`src/rtl/pe_pkg.sv`:
```
// rtl/pe_pkg.sv - shared types and default widths for the pe feeder
// Purpose: feeder FSM state encoding and default operand/length widths.
package pe_pkg;

    localparam int BW_DEF    = 8;
    localparam int LEN_W_DEF = 8;

    typedef enum logic [2:0] {
        IDLE   = 3'd0,
        CLEAR  = 3'd1,
        STREAM = 3'd2,
        DRAIN  = 3'd3,
        HOLD   = 3'd4
    } state_t;

endpackage

```
`src/rtl/pe_feeder.sv`:
```
// rtl/pe_feeder.sv - sequences one dot-product job through a pe MAC element
// Purpose: clear the pe accumulator, stream i_len activation/weight pairs into it,
//          wait out the pe pipeline, then hold the accumulator value as a result.
// Ports:
//   i_clock, i_reset_n                 clock, asynchronous active-low reset
//   i_start, i_len, o_busy             job request (taken only when idle), pair count
//   i_act_valid/i_act, i_wgt_valid/i_wgt, o_pair_ready
//                                      operand sources; a pair moves when all three high
//   o_pe_clear, o_pe_activation, o_pe_weight, i_pe_output
//                                      pe element interface
//   o_result_valid, o_result, i_result_ready
//                                      captured dot product, valid/ready handshake
module pe_feeder
    import pe_pkg::*;
#(
    parameter int BW         = BW_DEF,
    parameter int LEN_W      = LEN_W_DEF,
    parameter int PE_LATENCY = 1
) (
    input  logic              i_clock,
    input  logic              i_reset_n,
    input  logic              i_start,
    input  logic [LEN_W-1:0]  i_len,
    output logic              o_busy,
    input  logic              i_act_valid,
    input  logic [BW-1:0]     i_act,
    input  logic              i_wgt_valid,
    input  logic [BW-1:0]     i_wgt,
    output logic              o_pair_ready,
    output logic              o_pe_clear,
    output logic [BW-1:0]     o_pe_activation,
    output logic [BW-1:0]     o_pe_weight,
    input  logic [2*BW-1:0]   i_pe_output,
    output logic              o_result_valid,
    output logic [2*BW-1:0]   o_result,
    input  logic              i_result_ready
);

    localparam int DW = $clog2(PE_LATENCY + 2);

    state_t            state;
    logic [LEN_W-1:0]  remaining;
    logic [DW-1:0]     drain_cnt;
    logic              transfer;

    // o_pair_ready is only ever set in STREAM, so it doubles as the state qualifier.
    assign transfer = o_pair_ready & i_act_valid & i_wgt_valid;

    always_ff @(posedge i_clock or negedge i_reset_n) begin
        if (!i_reset_n) begin
            state           <= IDLE;
            o_busy          <= 1'b0;
            o_pair_ready    <= 1'b0;
            o_pe_clear      <= 1'b1;
            o_pe_activation <= '0;
            o_pe_weight     <= '0;
            o_result_valid  <= 1'b0;
            o_result        <= '0;
            remaining       <= '0;
            drain_cnt       <= '0;
        end else begin
            // Operands default to zero so any non-transfer cycle feeds the pe 0*0.
            o_pe_clear      <= 1'b0;
            o_pe_activation <= '0;
            o_pe_weight     <= '0;
            unique case (state)
                IDLE: begin
                    if (i_start) begin
                        remaining  <= i_len;
                        o_pe_clear <= 1'b1;
                        o_busy     <= 1'b1;
                        state      <= CLEAR;
                    end
                end
                CLEAR: begin
                    if (remaining != '0) begin
                        o_pair_ready <= 1'b1;
                        state        <= STREAM;
                    end else begin
                        drain_cnt <= DW'(PE_LATENCY);
                        state     <= DRAIN;
                    end
                end
                STREAM: begin
                    if (transfer) begin
                        o_pe_activation <= i_act;
                        o_pe_weight     <= i_wgt;
                        remaining       <= remaining - LEN_W'(1);
                        if (remaining == LEN_W'(1)) begin
                            o_pair_ready <= 1'b0;
                            drain_cnt    <= DW'(PE_LATENCY);
                            state        <= DRAIN;
                        end
                    end
                end
                DRAIN: begin
                    // PE_LATENCY+1 cycles: the last operand reaches the pe one edge
                    // after its transfer, then the pe needs PE_LATENCY more.
                    if (drain_cnt == '0) begin
                        o_result       <= i_pe_output;
                        o_result_valid <= 1'b1;
                        state          <= HOLD;
                    end else begin
                        drain_cnt <= drain_cnt - DW'(1);
                    end
                end
                HOLD: begin
                    if (i_result_ready) begin
                        o_result_valid <= 1'b0;
                        o_busy         <= 1'b0;
                        state          <= IDLE;
                    end
                end
                default: state <= IDLE;
            endcase
        end
    end

endmodule
```
`config.mk`:
```
export PLATFORM = sky130hd
export DESIGN_NAME = pe_feeder
export DESIGN_NICKNAME = d
export VERILOG_FILES = /design/src/rtl/pe_pkg.sv /design/src/rtl/pe_feeder.sv
export SDC_FILE = /design/constraint.sdc
export NUM_CORES = 1
export LEC_CHECK = 0
export CAP_MARGIN = 5
export CORE_UTILIZATION = 38
export CTS_CLUSTER_DIAMETER = 30
export DETAILED_ROUTE_END_ITERATION = 7
export DONT_BUFFER_PORTS = 1
export PLACE_DENSITY = 0.62
export SYNTH_ARGS = -nofsm -noshare
export SYNTH_HDL_FRONTEND = slang
export SYNTH_SLANG_ARGS = --single-unit
```
`constraint.sdc`:
```
create_clock -name i_clock -period 1.9 [get_ports i_clock]
set_input_delay 0.38 -clock i_clock [delete_from_list [all_inputs] [get_ports i_clock]]
set_output_delay 0.38 -clock i_clock [all_outputs]
set_load 0.02 [all_outputs]
```
==> flow_summary.toml, run 1 <==
[route]
dr.pass1.iters = 4
first_iter_violations = 57
drt_wl_total_um = 3990
avgRoutedWirePerCell_um = 15.1
viasPerCell = 5.27
drc = 0
dr_total_vias = 1392
drtAntennaViolNets = 0

[timing]
finalHoldViolations = 0
slew_violations = 0
setup-tns-final_ns = 0
tightest_slew_ns = 0.412
fin_crit_sh_pct = 93.8
rsz0062_at_grt = "no"
max_freq_mhz = 561
period_needed_ns = 1.78
setup_violations = 0
clock_skew_ns = 0.00705
slew-limit-headroom_pct = 72.5

[placed_design]
io_buffers = 0
dp_hpwl_um = 2760
routabilityCongestion = 0.694

[clocking]
path_clk_slew_ns = 0.09
htree_levels = 2
max-clock-path-buffers = 2
postCtsSetupBuffers = 0
clock_latency_ns = 0.30
root_buffer = "clkbuf_8"
cts_made_buffers = 5
tritoncts = "built"
cts.sinks = 49

[setup_path]
cpMaxStageDelayCell = "or4b_4"
worstPathArrival_ns = 1.98
crit_fanout = 6
crit_required_ns = 2.10
cp_top_family = "simple AND/OR/NAND/NOR gates"
crit_chain = "inv_1 > ha_1 > or4b_4 > o211ai_1 > nand3_1 > a21o_1"
critical_path_buf_inv_count = 1
path_class = "flop to flop"
worstReg2RegStart = "remaining[0]$_DFFE_PN0P_"
endpoint_kind = "flop"
crit_start = "remaining[0]$_DFFE_PN0P_"
cpPeakStageDelay_ns = 0.47
crit_path_start_kind = "flop"

[pwr]
total_leakage_power_nw = 1.04
ir_worst_vdd_v = 0.000590
cellPowerDensity_nw_per_um2 = 1600

[die]
start_util_pct = 39.3
die_h_um = 77.5
die_area_um2 = 6000
ios = 82
fp.coreArea_um2 = 5510
die_w_um = 77.5
rows = 27

[yosys]
syn-num-nets = 235
synth_top_family_by_area = "simple AND/OR/NAND/NOR gates"
synth_fa_ha_area_share_pct = 2.31
synth_cells = 185
avgSynthCellArea_um2 = 11.7
synth_mux_area_share_pct = 8.79
synth_edf_count = 0
synth-seq-cells = 49
yosysSeqAreaShare_pct = 56.7
synth_simple_gate_area_share_pct = 17.2
synth_compound_area_share_pct = 10.8
ys_async_sr_fraction_pct = 100
ys.flop_type = "dfrtp_1"
syn_area_um2 = 2160
synth-xor-area-share_pct = 0
synth.distinct_cells = 45
yosysWarnings = 0

[global_routing]
grt_usage_pct = 14.4
grt_pass1_vias = 1333
grt_pass1_wl_um = 6590
grt_max_degree = 50
antenna_found_initial = 0
grt-ovfl-total = 0

[layout]
drive_above_1_share_pct = 22.4
nets = 241
final_core_util_pct = 43.0
final_common_cell = "dfrtp_1"
n_antenna_cell = 0
area.sequential_um2 = 1230
n_fill_cell = 523
layout_common_cells = "dfrtp_1 (47), and2_1 (16), mux2_2 (16)"
multi_input_area_um2 = 855
syn_to_final_growth_pct = 9.42

[worst_hold_path]
hold_path_class = "primary input to flop"
hold_path.startpoint = "i_start"

[run_status]
outcome = "finished, final reports clean"

[run]
drv_cap = 0
[where the power goes]
part / switching (W) / internal [W] / total [W] / leakage (nW)
clock: 0.000349 / 0.000262 / 0.000611 / 0.0445
combinational: 0.000642 / 0.000568 / 0.00121 / 0.395
sequential: 0.000570 / 0.00141 / 0.00197 / 0.603
total: 0.00156 / 0.00223 / 0.00380 / 1.04
[flip-flops by register name, summed over array words and instances, names as in the netlist]
signal / count
o_pe_clear: 1
state: 3
o_result: 16
o_busy: 1
remaining: 8
o_pe_activation: 8
o_pe_weight: 8
drain_cnt: 2
o_pair_ready: 1
o_result_valid: 1
[synth_stat cells, types with 3 or more instances]
master / number / area share [%]
o21ai_0: 12 / 2.8
dfrtp_1: 48 / 55
ha_1: 4 / 2.3
and2_1: 16 / 4.6
a21oi_1: 8 / 1.8
mux2_2: 16 / 8.3
inv_1: 6 / 1.0
o21ai_1: 3 / 0.69
nor4_1: 3 / 0.87
nand2_1: 7 / 1.2
buf_6: 4 / 2.1
a211oi_1: 3 / 1.0
nor2_1: 14 / 2.4
buf_2: 3 / 0.69
[routing by layer]
metal  up-vias  track usage [%]  routed length, um
li1        656                -                  -
met1       676             17.2               1680
met2        55             23.6               2000
met3         5             4.94                242
met4         0             5.66                 69
met5         -                0                  0
[final cells by class]
class,instances,share of cell area (%)
clock inverters,3,0.898
flip-flops and latches,49,51.9
multi-input cells,121,36.1
repair buffers,8,3.49
inverters,6,0.951
well taps,72,3.80
clock buffers,5,2.91
[through the flow]
| stage | hold WS [ns] | instance area (um2) | power (W) | std cells | setup slack [ns] |
|---|---|---|---|---|---|
| after global routing | 0.134 | 2370 | 0.00413 | 264 | 0.00844 |
| final | 0.153 | 2370 | 0.00380 | 264 | 0.117 |
| after global placement | 0.0858 | 2230 | 0.00312 | 254 | 0.129 |
| after detailed placement | 0.0853 | 2230 | 0.00317 | 254 | 0.113 |
| after floorplan | 0.0844 | 2160 | 0.00297 | 185 | 0.276 |
| after CTS | 0.135 | 2360 | 0.00383 | 264 | 0.0977 |
[worst paths after layout]
path,endpoint,slack [ns],cells past startpoint
max in group asynchronous,o_pe_clear$_DFF_PN1_,1.04,2
worst max register to register,drain_cnt[1]$_DFFE_PN0P_,0.12,6
worst min register to register,drain_cnt[1]$_DFFE_PN0P_,0.48,1
min in group asynchronous,o_pe_weight[4]$_DFF_PN0_,0.59,2
worst max-delay path,drain_cnt[1]$_DFFE_PN0P_,0.12,6
worst min-delay path,o_pe_clear$_DFF_PN1_,0.15,2
[cells by family (layout without fill, tap and decap cells)]
kind of cell / count (synthesis) / in the layout
simple gates: 62 / 62
mux: 17 / 17
fa+ha+maj: 4 / 4
flops: 49 / 49
buf+inv: 15 / 22
compound gates: 38 / 38
[what timing repair did]
item / CTS / global route
endpoints found under the hold margin: 49 / 0
hold buffers: 2 / 0
endpoints found under the setup margin: 0 / 4
gates resized for setup: 0 / 4
Power figures use the tool's default switching activity.
==> inputs of run 2 (changes only) <==
Settings changed: DONT_BUFFER_PORTS 1 to default, PLACE_DENSITY 0.62 to 0.81.
==> run 2 against run 1 <==
  * Core utilization grew 15 points
  * Largest cell class unchanged
  * Register-to-register slack is essentially flat
  * Hold slack lost 0.093 ns
  * Maximum frequency shrank 0.65%
  * Final cell count grew 32%
  * Flip-flop and latch count is the same
  * Clock-buffer cell count grew 1
  * Clock skew shrank 0.0010 ns
  * Via count grew 21%
  * Global-route usage grew 0.74 points
  * Non-clock buffer count grew 85
==> flow_summary.toml, run 2 (synthesis gave the netlist of run 1 again) <==
[clocking]
cts_hold_buffers = 0
clock_latency_ns = 0.30
tritoncts = "built"
path_clk_slew_ns = 0.09
cts.sinks = 49
max-clock-path-buffers = 2
root_buffer = "clkbuf_8"
htree_levels = 2
cts_made_buffers = 5

[global_routing]
grt-ovfl-total = 0
antenna_found_initial = 0
grt_pass1_vias = 1605
grt_pass1_wl_um = 7110
grt_max_degree = 50
grt_usage_pct = 15.1

[layout]
nets = 326
fin_cells = 349
fin_area_um2 = 3210
drive_above_1_share_pct = 16.6
final_core_util_pct = 58.4
n_fill_cell = 462
area.sequential_um2 = 1230
syn_to_final_growth_pct = 48.5
layout_common_cells = "clkdlybuf4s50_1 (80), dfrtp_1 (48), and2_1 (16), mux2_2 (16), nor2_1 (14)"
final_common_cell = "clkdlybuf4s50_1"
multi_input_area_um2 = 846
largest_reg_flops = 16
n_antenna_cell = 0
regMostFlops = "o_result"

[route]
wl_met1_um = 1910
avgRoutedWirePerCell_um = 12.3
dr.pass1.iters = 4
drt_wl_total_um = 4280
wl_met2_um = 2040
dr_total_vias = 1690
highest_layer = "met4"
drtAntennaViolNets = 0
viasPerCell = 4.84
met3_length_um = 267
first_iter_violations = 61
drc = 0

[placed_design]
placed_area_um2 = 3090
dp_hpwl_um = 3150
dp.cells = 340
pre_cts_ws_ns = -0.00398
io_buffers = 81
routabilityCongestion = 0.757

[setup_path]
cp_top_family = "buffers and inverters"
path_class = "flop to primary output"
cpPeakStageDelay_ns = 0.59
crit_path_start_kind = "flop"
endpoint_kind = "primary output"
crit_required_ns = 1.52
reg2reg_depth = 6
reg2reg_slack_ns = 0.13
crit_chain = "clkdlybuf4s50_1"
crit_cells = 1
critical_path_buf_inv_count = 1
crit_fanout = 1
crit_start = "o_pe_clear$_DFF_PN1_"
worstReg2RegStart = "remaining[1]$_DFFE_PN0P_"
cpMaxStageDelayCell = "clkdlybuf4s50_1"
worstPathArrival_ns = 1.41
r2r-end = "drain_cnt[1]$_DFFE_PN0P_"

[pwr]
cellPowerDensity_nw_per_um2 = 1400
ir_worst_vdd_v = 0.000584
total_leakage_power_nw = 1.38

[run_status]
outcome = "finished, final reports clean"

[worst_hold_path]
hold_path_class = "primary input to asynchronous set/reset pin"

[timing]
setup-tns-final_ns = 0
slew-limit-headroom_pct = 70.6
fin_crit_sh_pct = 94.5
period_needed_ns = 1.79
slew_violations = 0
clock_skew_ns = 0.00603
finalHoldViolations = 0
max_freq_mhz = 557
setup_violations = 0
tightest_slew_ns = 0.439
layout_setup_ws_ns = 0.105

[die]
rows = 27
start_util_pct = 39.3
ios = 82
fp.coreArea_um2 = 5510
die_w_um = 77.5
die_area_um2 = 6000
die_h_um = 77.5

[run]
drv_cap = 0
-- run 2: metrics by stage --
| stage | hold slack (ns) | power (W) |
|---|---|---|
| global route | 0.0721 | 0.00484 |
| detailed placement | 0.392 | 0.00377 |
| finish | 0.0602 | 0.00451 |
| floorplan | 0.0844 | 0.00297 |
| global placement | 0.386 | 0.00371 |
| CTS | 0.0575 | 0.00456 |
-- run 2: repair_timing --
action	CTS	global route
endpoints found under the setup margin	0	2
resized for setup	0	2
setup buffers	0	1
endpoints found under the hold margin	0	0
-- run 2: where the power goes --
group	internal (W)	leakage (nW)	switching, W	total, W
clock	0.000428	0.0574	0.000335	0.000763
combinational	0.00107	0.718	0.00103	0.00210
sequential	0.00140	0.604	0.000249	0.00165
total	0.00290	1.38	0.00161	0.00451
-- run 2: cell type report --
class | instances | share of cell area, %
clock buffers | 6 | 2.57
clock inverters | 2 | 1.17
inverters | 6 | 0.701
multi-input cells | 121 | 26.3
flip-flops and latches | 49 | 38.2
well taps | 72 | 2.80
repair buffers | 93 | 28.3
-- run 2: worst max path at each step --
stage               slack [ns]                        to
floorplan                 0.28  drain_cnt[1]$_DFFE_PN0P_
global placement          0.03  remaining[1]$_DFFE_PN0P_
detailed placement      -0.004  remaining[1]$_DFFE_PN0P_
CTS                       0.08                o_pe_clear
global route           -0.0003  drain_cnt[1]$_DFFE_PN0P_
finish                    0.11                o_pe_clear
-- run 2: metal layers --
layer	vias up	GRT usage, %
met2	56	24.9
met4	0	5.66
met5	-	0
met3	5	4.35
met1	799	18.7
li1	830	-
==> inputs of run 3 (changes only) <==
Settings changed: PLACE_DENSITY 0.81 to 0.83.
Clock period 1.9 ns to 1.55 ns, I/O delays scaled along.
==> run 3 against run 2 <==
  * The flow now finishes with violations (negative setup slack)
  * Via count up 9.5%
  * First-iteration DRC count increased by 95%
  * Non-clock buffer count rose by 18
  * Total power is 28% higher
  * Flip-flop and latch count stayed put
  * Largest cell class unchanged
  * Highest routed layer unchanged
==> flow_summary.toml, run 3 (synthesis gave the netlist of run 1 again) <==
[timing]
slew_violations = 0
rsz0062_at_grt = "yes"
setup_violations = 6
slew-limit-headroom_pct = 72.6
layout_setup_ws_ns = -0.214
clock_skew_ns = 0.00688
fin_crit_sh_pct = 114
tightest_slew_ns = 0.407
holdWs_ns = 0.470
max_freq_mhz = 567
period_needed_ns = 1.76
finalHoldViolations = 0

[placed_design]
pre_cts_ws_ns = -0.348
io_buffers = 81
routabilityCongestion = 0.858
dp_hpwl_um = 3640

[pwr]
cellPowerDensity_nw_per_um2 = 1690
ir_worst_vdd_v = 0.000666
total_leakage_power_nw = 1.65

[route]
dr.pass1.iters = 4
dr_total_vias = 1851
avgRoutedWirePerCell_um = 13.9
drtAntennaViolNets = 0
first_iter_violations = 119
viasPerCell = 5.03
drt_wl_total_um = 5120
drc = 0

[setup_path]
crit_required_ns = 1.74
r2r-end = "drain_cnt[1]$_DFFE_PN0P_"
endpoint_kind = "flop"
crit_path_start_kind = "flop"
reg2reg_slack_ns = -0.21
worstReg2RegStart = "remaining[0]$_DFFE_PN0P_"
worstPathArrival_ns = 1.96
crit_fanout = 2
path_class = "flop to flop"
reg2reg_depth = 6

[die]
start_util_pct = 39.3
die_w_um = 77.5
fp.coreArea_um2 = 5510
rows = 27
ios = 82
die_area_um2 = 6000
die_h_um = 77.5

[layout]
layout_common_cells = "dfrtp_1 (48), clkdlybuf4s50_1 (44), dlygate4sd2_1 (29)"
final_core_util_pct = 62.1
n_antenna_cell = 0
largest_reg_flops = 16
final_common_cell = "dfrtp_1"
regMostFlops = "o_result"
drive_above_1_share_pct = 26.0
syn_to_final_growth_pct = 57.9
nets = 345

[global_routing]
grt_max_degree = 32
grt_usage_pct = 18.0
antenna_found_initial = 0
grt-ovfl-total = 0
grt_pass1_vias = 1924
grt_pass1_wl_um = 8400

[clocking]
tritoncts = "built"
max-clock-path-buffers = 2
cts_made_buffers = 5
root_buffer = "clkbuf_8"
htree_levels = 2
path_clk_slew_ns = 0.09
cts.sinks = 49
clock_latency_ns = 0.30

[worst_hold_path]
hold_path.startpoint = "drain_cnt[0]$_DFFE_PN0P_"
hold_path_class = "flop to flop"
min_to = "drain_cnt[0]$_DFFE_PN0P_"
min_path_cells = 1

[run]
drv_cap = 0

[run_status]
violations = "negative setup slack"
outcome = "complete, but fails checks"
run 3: cell types whose count changed in the layout (fill, tap and decap cells not counted), sizes merged, moves of 7 or more:
cell,change
clkdlybuf4s50,-36
buf,+17
dlymetal6s2s,+7
dlygate4sd2,+29
run 3: worst max-delay path, cell delays in order, from the launching register on:
cell      delay (ns)
dfrtp_1         0.41
inv_2           0.09
ha_4            0.12
or4b_4          0.46
o211ai_1        0.24
nand3_1         0.15
a21o_1          0.20
run 3: timing repair:
action | 4_1_cts | 5_1_grt
setup buffers | 2 | 3
hold buffers | 1 | 0
endpoints found under the setup margin | 39 | 21
pin swaps | 4 | 9
gates cloned | 0 | 1
hold endpoints to repair | 18 | 0
resized for setup | 38 | 30
run 3: metal layers:
layer  track usage [%]  wire length (um)  vias up
li1                  -                 -      871
met1              19.7              1990      895
met2              32.6              2670       71
met3              3.53               275       14
met4              9.25               178        0
met5                 0                 0        -
run 3: power by group:
group	total [W]	internal, W	switching, W
sequential	0.00198	0.00172	0.000266
clock	0.000709	0.000317	0.000392
combinational	0.00309	0.00150	0.00159
total	0.00578	0.00354	0.00225
run 3: final cells by class:
class                           instances  area, um2
Timing Repair Buffer                  111       1040
Inverter                                6       22.5
Fill cell                             461       2090
Clock buffer                            7       76.3
Clock inverter                          1       5.00
Sequential cell                        49       1230
Tap cell                               72       90.1
Multi-Input combinational cell        122        958
run 3: stage by stage:
stage | cell area (um2) | TNS, ns | cells | total power (W)
5_1_grt | 3420 | -1.20 | 368 | 0.00618
6_report | 3420 | -0.648 | 368 | 0.00578
4_1_cts | 3280 | -0.319 | 364 | 0.00549
2_1_floorplan | 2160 | -0.0689 | 185 | 0.00365
3_5_place_dp | 3180 | -2.64 | 353 | 0.00487
3_3_place_gp | 3180 | -2.02 | 353 | 0.00477
run 3: worst max-delay path by stage:
stage / startpoint / to / slack, ns / cells after the start
global placement: i_wgt_valid / remaining[2]$_DFFE_PN0P_ / -0.26 / 5
detailed placement: i_wgt_valid / remaining[0]$_DFFE_PN0P_ / -0.35 / 5
global route: remaining[0]$_DFFE_PN0P_ / drain_cnt[1]$_DFFE_PN0P_ / -0.32 / 6
floorplan: remaining[0]$_DFFE_PN0P_ / drain_cnt[1]$_DFFE_PN0P_ / -0.06 / 6
CTS: remaining[0]$_DFFE_PN0P_ / drain_cnt[1]$_DFFE_PN0P_ / -0.15 / 6
finish: remaining[0]$_DFFE_PN0P_ / drain_cnt[1]$_DFFE_PN0P_ / -0.21 / 6
